**src/rtl/ds_upsizer.sv**
```systemverilog
// Data-stream width upsizer: packs RATIO narrow beats into one wide word, flushing early on i_last.
// Optional build macro DS_UPSIZER_MSB_FIRST_EN fills lanes from the top lane down.
`timescale 1ns/1ps
module ds_upsizer #(
  parameter int IN_WIDTH = 8,
  parameter int RATIO    = 4
) (
  input  logic                      i_clk,
  input  logic                      i_rst,
  input  logic [IN_WIDTH-1:0]       i_data,
  input  logic                      i_last,
  input  logic                      i_valid,
  output logic                      o_ready,
  output logic [IN_WIDTH*RATIO-1:0] o_data,
  output logic [RATIO-1:0]          o_keep,
  output logic                      o_last,
  output logic                      o_valid,
  input  logic                      i_ready
);

  localparam int OUT_WIDTH = IN_WIDTH * RATIO;
  localparam int CNT_W     = (RATIO > 1) ? $clog2(RATIO) : 1;
  localparam logic [CNT_W-1:0] CNT_MAX  = CNT_W'(RATIO - 1);
  localparam logic [RATIO-1:0] KEEP_ONE = RATIO'(1);

  generate
    if (RATIO < 2 || IN_WIDTH < 1) begin : g_bad_params
      $error("ds_upsizer: RATIO must be >= 2 and IN_WIDTH >= 1");
    end
  endgenerate

  // Lane targeted by the beat that arrives while the counter holds cnt.
  function automatic logic [CNT_W-1:0] lane_of(input logic [CNT_W-1:0] cnt);
`ifdef DS_UPSIZER_MSB_FIRST_EN
    return CNT_MAX - cnt;
`else
    return cnt;
`endif
  endfunction

  logic [OUT_WIDTH-1:0] pack_q;
  logic [RATIO-1:0]     keep_q;
  logic [CNT_W-1:0]     cnt_q;

  logic [CNT_W-1:0]     lane;
  logic [OUT_WIDTH-1:0] pack_ins;
  logic [RATIO-1:0]     keep_ins;
  logic                 completing;
  logic                 in_xfer;
  logic                 out_xfer;

  assign o_ready  = !o_valid || i_ready;
  assign in_xfer  = i_valid && o_ready;
  assign out_xfer = o_valid && i_ready;

  always_comb begin
    lane       = lane_of(cnt_q);
    pack_ins   = pack_q;
    pack_ins[int'(lane)*IN_WIDTH +: IN_WIDTH] = i_data;
    keep_ins   = keep_q | (KEEP_ONE << lane);
    completing = (cnt_q == CNT_MAX) || i_last;
  end

  // A completing beat moves the merged word to the output register in the same edge
  // the previous word may be leaving, so streaming never inserts a bubble.
  always_ff @(posedge i_clk) begin
    if (!i_rst) begin
      pack_q  <= '0;
      keep_q  <= '0;
      cnt_q   <= '0;
      o_data  <= '0;
      o_keep  <= '0;
      o_last  <= 1'b0;
      o_valid <= 1'b0;
    end else if (in_xfer) begin
      if (completing) begin
        o_data  <= pack_ins;
        o_keep  <= keep_ins;
        o_last  <= i_last;
        o_valid <= 1'b1;
        pack_q  <= '0;
        keep_q  <= '0;
        cnt_q   <= '0;
      end else begin
        pack_q <= pack_ins;
        keep_q <= keep_ins;
        cnt_q  <= cnt_q + CNT_W'(1);
        if (out_xfer) o_valid <= 1'b0;
      end
    end else if (out_xfer) begin
      o_valid <= 1'b0;
    end
  end

endmodule

```
**config.mk**
```make
export PLATFORM = sky130hd
export DESIGN_NAME = ds_upsizer
export DESIGN_NICKNAME = d
export VERILOG_FILES = /design/src/rtl/ds_upsizer.sv
export SDC_FILE = /design/constraint.sdc
export NUM_CORES = 1
export LEC_CHECK = 0
export CELL_PAD_IN_SITES_DETAIL_PLACEMENT = 1
export CELL_PAD_IN_SITES_GLOBAL_PLACEMENT = 1
export CORE_ASPECT_RATIO = 0.8
export CORE_MARGIN = 2
export CORE_UTILIZATION = 35
export CTS_CLUSTER_SIZE = 10
export DETAILED_ROUTE_END_ITERATION = 7
export GPL_TIMING_DRIVEN = 1
export PLACE_DENSITY = 0.73
export SLEW_MARGIN = 25
export SYNTH_ARGS = -nofsm -noshare
export SYNTH_HDL_FRONTEND = slang
export SYNTH_SLANG_ARGS = --single-unit
```
**constraint.sdc**
```tcl
create_clock -name i_clk -period 5.95 [get_ports i_clk]
set_clock_uncertainty 0.15 [all_clocks]
set_input_delay 1.19 -clock i_clk [delete_from_list [all_inputs] [get_ports i_clk]]
set_output_delay 1.19 -clock i_clk [all_outputs]
set_load 0.05 [all_outputs]
```
== Yosys cells after proc, flatten, opt, wreduce, memory -nomap -nowiden ==
Index checks and enable logic that the tools add are counted.

* Output and inout port bits: 39
* RAM bits: 0
* Input bits: 13
* ROM bits: 0
* Register bits after elaboration: 76
* Latch bits: 0
* Memories kept: 0

* Multiply operators: 0
* Bitwise operators: 1
* Reduce and logical (&&, ||, !) cells: 6
* Equal/unequal tests: 1
* Div/mod/pow operators: 0
* Add/subtract/negate cells: 2
* Magnitude comparators: 0
* Shift operators: 3
* Mux-type cells: 7

{| class="wikitable"
|+ Operators with widths
! kind !! count
|-
| negator 5 -> 33 bit || 1
|-
| variable shift 8 x 33 -> 32 bit (first input constant) || 1
|-
| indexed part select 8 x 33 -> 32 bit || 1
|-
| bitwise mux 32 bit || 1
|-
| 2-to-1 mux 32 bit || 1
|-
| 2-to-1 mux 4 bit || 1
|-
| bitwise OR 4 bit || 1
|-
| << shifter 1 x 2 -> 4 bit (first input constant) || 1
|-
| 2-to-1 mux 1 bit || 3
|-
| adder 2 x 1 -> 2 bit (second input constant) || 1
|-
| == test 2 bit (second input constant) || 1
|-
| logical AND 1 bit || 2
|-
| logical OR 1 bit || 2
|-
| 2-to-1 mux 2 bit || 1
|-
| AND reduction 2 bit || 1
|-
| logical NOT 1 bit || 1
|}

== Logic depth before layout (Yosys ltp) ==
Gate-level depths: netlist of the first run.

* Word-level depth: 4
* Depth in mapped cells: 9

== Worst setup path before layout of the first run ==
No wires, ideal clock.

* Kind: input-to-output
* Start point: input port i_ready
* End point: output port o_ready
* Data required time: 4.610 ns
* Buffers on the path: 0
* Path slack: 3.008 ns
* Stages: 2
* Data arrival time: 1.602 ns
* Cell sequence: and2b_2 inv_4

* Longest elaborated chain between the ends: 1

{| class="wikitable"
|+ Ends and longest elaborated chain
! element !! RTL line !! source
|-
| start, declared || 18 || <nowiki>input logic i_ready</nowiki>
|-
| logical OR 1 bit || 52 || <nowiki>assign o_ready = !o_valid || i_ready;</nowiki>
|-
| end, declared || 13 || <nowiki>output logic o_ready,</nowiki>
|}

No other way between the ends.

== Final worst setup path of the first run ==
Ends and elaborated chain as after synthesis.

==> impl_metrics.py, run 1 <==
metrics = {
    "worst_setup_path": {
        "crit_slowest_cell": "clkdlybuf4s50_1",
        "rrSetupSlack_ns": 3.14,
        "end_kind": "output port",
        "worstPathMaxFanout": 9,
        "crit_arrival_ns": 2.82,
        "crit_type": "in2out",
        "worstReg2RegStart": "cnt_q[0]",
        "crit_path_start_kind": "input port",
        "reg2reg_to": "o_data[7]",
        "cp_common_cell": "clkdlybuf4s50_1",
        "slowest_delay_ns": 0.81,
        "worstPathCellList": "clkdlybuf4s50_1 > and2b_2 > inv_4 > clkdlybuf4s50_1",
        "required_ns": 4.61,
        "worst-r2r-cell-count": 5,
    },
    "route": {
        "drt-total-wl_um": 8760,
        "dr.pass1.iters": 4,
        "drc": 0,
        "vias": 2760,
        "viasPerCell": 5.58,
        "drt_iter0_drc": 113,
        "wl_per_cell_um": 17.7,
        "antenna_left": 0,
    },
    "synthesis": {
        "yosysWarnings": 0,
        "syn_nets": 366,
        "syn_inst": 345,
        "postSynthAreaPerCell_um2": 9.37,
        "synthTopCellsByArea": "dfxtp_1 47%, a221oi_1 7.9%, a32oi_1 6.8%",
        "synth.largest_area_cell": "dfxtp_1",
        "netlist_area_mm2": 0.00323,
        "ys.flop_type": "dfxtp_1",
        "yosysSeqAreaShare_pct": 47.1,
        "netlist.area_leader.share_pct": 47.1,
        "postSynth.asyncResetShare_pct": 0,
        "ys_ff_latch": 76,
        "synth_edf_count": 0,
        "synth.distinct_cells": 40,
    },
    "cells_and_area": {
        "multi_input_area_mm2": 0.00149,
        "synthToLayoutAreaGrowth_pct": 24.1,
        "final_util_pct": 44.6,
        "final_common_cell": "dfxtp_1",
        "nets": 396,
        "layout_common_cells": "76 x dfxtp_1, 50 x clkdlybuf4s50_1, 40 x nor2_1",
        "drive_gt1_share_pct": 7.63,
        "fillers": 1033,
        "ff_latch_area_mm2": 0.00152,
        "antennaDiodeCount": 0,
        "fin_area_mm2": 0.00401,
    },
    "floorplanning": {
        "die_w_um": 111,
        "core-area_mm2": 0.00900,
        "die_h_um": 90.0,
        "start_util_pct": 35.9,
        "dieArea_mm2": 0.0100,
        "num_io_pins": 52,
        "rows": 31,
    },
    "timing": {
        "hold_viol_final": 0,
        "maxSlewViolCount": 0,
        "worstMarginPinSlew_ns": 0.796,
        "setup-violations-final": 0,
        "max_freq_ghz": 0.241,
        "setup_tns_ns": 0,
        "slew_headroom_pct": 46.7,
        "hold_slack_ns": 0.328,
        "post-route-period-util_pct": 69.8,
        "min_period_ns": 4.16,
        "grt_setup_unrepaired": "false",
    },
    "cts": {
        "clk_latency_ns": 0.33,
        "cts_resized": 0,
        "path_clk_slew_ns": 0.06,
        "cts-root-buf": "clkbuf_16",
        "hold_buffers": 0,
        "cts_setup_buffers": 0,
        "htreeDepth": 3,
        "cts_tree": "yes",
        "cts-buffers-inserted": 9,
        "cts_buffer_depth": 2,
        "cts.sinks": 76,
    },
    "place": {
        "gp_congestion": 0.737,
        "port_buffers": 51,
        "hpwl_um": 5510,
        "place_area_mm2": 0.00371,
    },
    "global_route": {
        "grt_pass1_wl_um": 14600,
        "grt_pass1_vias": 2828,
        "grt_max_degree": 82,
        "grt-ovfl-total": 0,
        "antenna_found_initial": 0,
        "grtUsageTotal_pct": 18.0,
    },
    "pwr": {
        "p_leak_nw": 1.42,
        "ir_drop_v": 0.000173,
        "seqPwrFrac_pct": 41.9,
        "power_switching_share_pct": 28.0,
        "p_int_uw": 932,
        "pwr_density_cell_mw_per_mm2": 323,
        "clockPowerShare_pct": 42.1,
        "p_switching_uw": 362,
        "finalPower_mw": 1.29,
        "power_frac_comb_pct": 16.0,
    },
    "hold_path": {
        "hp-class": "reg2reg",
        "hold_end": "keep_q[0]",
        "whs_path_depth": 2,
        "min_from": "keep_q[0]",
    },
    "run_status": {
        "status": "finished, final reports clean",
    },
    "run": {
        "cap_violations": 0,
    },
}
==> synth_stat cells (7+ instances only) <==
cell type,count
a21oi_1,8
a221oi_1,29
a32oi_1,25
buf_6,7
clkbuf_1,17
dfxtp_1,76
ha_1,8
nand2_1,18
nor2_1,40
nor2b_1,26
o21ai_0,33
o22ai_1,7
==> flip-flops by register name, indices dropped and copies added, names as in the netlist <==
register,flops
o_data,32
o_last,1
keep_q,4
o_keep,4
o_valid,1
pack_q,32
cnt_q,2
==> per-stage QoR <==
| step | setup slack (ns) | cells |
|---|---|---|
| final | 1.79 | 495 |
| after floorplan | 3.01 | 345 |
| after detailed placement | 1.79 | 479 |
| after CTS | 1.78 | 495 |
| after global placement | 1.81 | 478 |
| after global routing | 1.76 | 495 |
==> metal layers <==
metal	wire [um]	share of wire (%)	up-vias	track usage (%)
met5	0	0	-	0
met4	31	0.35	0	3.09
met3	374	4.3	4	5.12
met2	4110	47	51	29.0
met1	4250	48	1384	24.5
li1	-	-	1321	-
==> power groups by stage <==
stage / logic [mW] / clock network (mW) / registers (mW)
after floorplan: 0.0875 / 0 / 0.608
after global placement: 0.202 / 0 / 0.552
after detailed placement: 0.206 / 0 / 0.553
after CTS: 0.208 / 0.560 / 0.543
after global routing: 0.221 / 0.582 / 0.545
final: 0.207 / 0.545 / 0.542
==> area by class of cell <==
| cell class | instances | area share (%) |
|---|---|---|
| Clock buffer | 11 | 6.05 |
| Clock inverter | 5 | 1.53 |
| Inverter | 8 | 0.811 |
| Multi-Input combinational cell | 227 | 37.0 |
| Sequential cell | 76 | 37.9 |
| Tap cell | 115 | 3.59 |
| Timing Repair Buffer | 53 | 13.1 |
==> critical path: cells and delay by family <==
kind	cells	cell delay [ns]
buffers and inverters	3	1.37
AND/OR/NAND/NOR	1	0.26
==> how the worst max path moves through the flow <==
| stage | start | to | slack [ns] |
|---|---|---|---|
| after floorplan | i_ready | o_ready | 3.01 |
| after CTS | i_ready | o_ready | 1.78 |
| after detailed placement | i_ready | o_ready | 1.79 |
| after global placement | i_ready | o_ready | 1.81 |
| final | i_ready | o_ready | 1.79 |
| after global routing | i_ready | o_ready | 1.76 |
==> cell families (layout without fill, tap and decap cells) <==
group | after synthesis | after routing | share of synthesized area [%]
simple gates | 110 | 110 | 18.9
xor+xnor | 1 | 1 | 0.271
flops | 76 | 76 | 47.1
buf+inv | 42 | 77 | 6.97
fa+ha+maj | 8 | 8 | 3.10
compound gates | 108 | 108 | 23.7
Power figures use the tool's default switching activity.
==> run 2, diff against run 1 <==
--- a/config.mk
+++ b/config.mk
@@ -13,7 +13,7 @@
 export CTS_CLUSTER_SIZE = 10
 export DETAILED_ROUTE_END_ITERATION = 7
 export GPL_TIMING_DRIVEN = 1
-export PLACE_DENSITY = 0.73
+export PLACE_DENSITY = 0.76
 export SLEW_MARGIN = 25
 export SYNTH_ARGS = -nofsm -noshare
 export SYNTH_HDL_FRONTEND = slang
==> constraint.sdc (replaced) <==
create_clock -name i_clk -period 3.45 [get_ports i_clk]
set_clock_uncertainty 0.15 [all_clocks]
set_input_delay 0.69 -clock i_clk [delete_from_list [all_inputs] [get_ports i_clk]]
set_output_delay 0.69 -clock i_clk [all_outputs]
set_load 0.05 [all_outputs]
==> run 2 against run 1 <==
- register-to-register slack got worse by 2.5 ns
- count of clock-buffer cells in the layout rose by 2
- first-iteration DRC count is 16% higher
- design area is 0.47% higher
- sequential power up 73%
- combinational power increased by 73%
- non-clock buffer count increased by 2
- clock power is 80% higher
- die area unchanged
- routed wire length is 4.5% higher
- final cell count is 0.40% higher
- critical endpoint is now o_data[31]
==> impl_metrics.py, run 2 (synthesis results as in run 1) <==
metrics = {
    "cts": {
        "cts-root-buf": "clkbuf_16",
        "htreeDepth": 3,
        "cts_buffer_depth": 2,
        "cts_setup_buffers": 0,
        "cts_tree": "yes",
        "cts.sinks": 76,
        "path_clk_slew_ns": 0.06,
        "clk_latency_ns": 0.34,
        "hold_buffers": 0,
        "cts-buffers-inserted": 9,
        "cts_resized": 0,
    },
    "cells_and_area": {
        "largestRegisters": "o_data: 32 flops, pack_q: 32 flops",
        "nets": 398,
        "synthToLayoutAreaGrowth_pct": 24.7,
        "final_common_cell": "dfxtp_1",
        "antennaDiodeCount": 0,
        "drive_gt1_share_pct": 8.38,
        "layout_common_cells": "76 x dfxtp_1, 49 x clkdlybuf4s50_1, 40 x nor2_1",
    },
    "place": {
        "gp_congestion": 0.754,
        "hpwl_um": 5850,
        "port_buffers": 51,
    },
    "floorplanning": {
        "die_w_um": 111,
        "core-area_mm2": 0.00900,
        "start_util_pct": 35.9,
        "rows": 31,
        "num_io_pins": 52,
        "dieArea_mm2": 0.0100,
        "die_h_um": 90.0,
    },
    "route": {
        "drt-total-wl_um": 9160,
        "dr.pass1.iters": 4,
        "vias": 2800,
        "wl_per_cell_um": 18.4,
        "antenna_left": 0,
        "drc": 0,
        "drt_iter0_drc": 131,
        "viasPerCell": 5.63,
    },
    "global_route": {
        "grt_pass1_wl_um": 15100,
        "antenna_found_initial": 0,
        "grt_pass1_vias": 2823,
        "grt-ovfl-total": 0,
        "grt_max_degree": 64,
        "grtUsageTotal_pct": 19.1,
    },
    "worst_setup_path": {
        "crit_slowest_cell": "nor4b_4",
        "crit_type": "reg2reg",
        "worst-r2r-cell-count": 5,
        "required_ns": 3.57,
        "cp.depth": 5,
        "crit_arrival_ns": 2.94,
        "crit_path_start_kind": "flip-flop",
        "slowest_delay_ns": 0.81,
        "end_kind": "flip-flop",
        "reg2reg_to": "o_data[31]",
        "crit_family": "simple AND/OR/NAND/NOR gates",
        "worstReg2RegStart": "cnt_q[0]",
        "crit_start": "cnt_q[0]",
        "crit_buf_inv": 1,
        "endpoint": "o_data[31]",
        "rrSetupSlack_ns": 0.63,
        "worstPathCellList": "inv_1 > ha_1 > nor4b_4 > a221oi_1 > nor2_1",
        "worstPathMaxFanout": 16,
    },
    "pwr": {
        "pwr_density_cell_mw_per_mm2": 564,
        "p_leak_nw": 1.45,
        "ir_drop_v": 0.000241,
    },
    "timing": {
        "max_freq_ghz": 0.354,
        "slew_headroom_pct": 38.7,
        "post-route-period-util_pct": 81.9,
        "setup_tns_ns": 0,
        "maxSlewViolCount": 0,
        "setup-violations-final": 0,
        "hold_viol_final": 0,
        "min_period_ns": 2.82,
        "hold_slack_ns": 0.319,
        "grt_setup_unrepaired": "false",
        "worstMarginPinSlew_ns": 0.919,
    },
    "run": {
        "cap_violations": 0,
    },
    "hold_path": {
        "hp-class": "reg2reg",
    },
    "run_status": {
        "status": "finished, final reports clean",
    },
}
-- run 2: changes by cell type in the layout (fill, tap and decap cells not counted), sizes merged --
cell	previous run	this run
clkdlybuf4s50	50	49
clkbuf	11	13
clkinvlp	3	0
buf	3	6
clkinv	2	3
-- run 2: routing by layer --
| metal | routed length, um | vias up | GRT usage, % |
|---|---|---|---|
| li1 | - | 1329 | - |
| met5 | 0 | - | 0 |
| met4 | 147 | 0 | 6.28 |
| met1 | 4400 | 1409 | 26.1 |
| met3 | 308 | 12 | 4.65 |
| met2 | 4300 | 50 | 29.7 |
-- run 2: worst register-to-register path: stages (launching register included) --
cell and delay, ns:
dfxtp_1 0.62, inv_1 0.25, ha_1 0.51, nor4b_4 0.81, a221oi_1 0.28, nor2_1 0.15
-- run 2: cell type report --
| type | instances | area, um^2 |
|---|---|---|
| Fill cell | 1030 | 4970 |
| Inverter | 8 | 32.5 |
| Clock buffer | 13 | 270 |
| Sequential cell | 76 | 1520 |
| Multi-Input combinational cell | 227 | 1490 |
| Tap cell | 115 | 144 |
| Timing Repair Buffer | 55 | 533 |
| Clock inverter | 3 | 43.8 |
-- run 2: power by group --
part	switching [mW]	leakage, nW	internal, mW	total [mW]
sequential	0.0213	0.619	0.914	0.935
clock	0.359	0.156	0.619	0.979
combinational	0.245	0.675	0.113	0.358
total	0.626	1.45	1.65	2.27
-- run 2: worst min-delay path by stage --
stage / start / to / slack [ns] / cells after the start
global placement: keep_q[0] / keep_q[0] / 0.30 / 2
floorplan: keep_q[0] / keep_q[0] / 0.29 / 2
CTS: pack_q[5] / pack_q[5] / 0.32 / 2
finish: pack_q[5] / pack_q[5] / 0.32 / 2
global route: pack_q[5] / pack_q[5] / 0.34 / 2
detailed placement: keep_q[2] / keep_q[2] / 0.31 / 2
-- run 2: stage by stage --
step	total power, mW	cells	utilization, %	worst slack, ns	cell area, um^2
6_report	2.27	497	44.8	0.626	4030
5_1_grt	2.37	497	44.8	0.439	4030
3_5_place_dp	1.31	481	41.3	0.622	3720
2_1_floorplan	1.20	345	-	1.32	3230
3_3_place_gp	1.31	481	41.3	0.682	3720
4_1_cts	2.29	497	44.8	0.679	4030
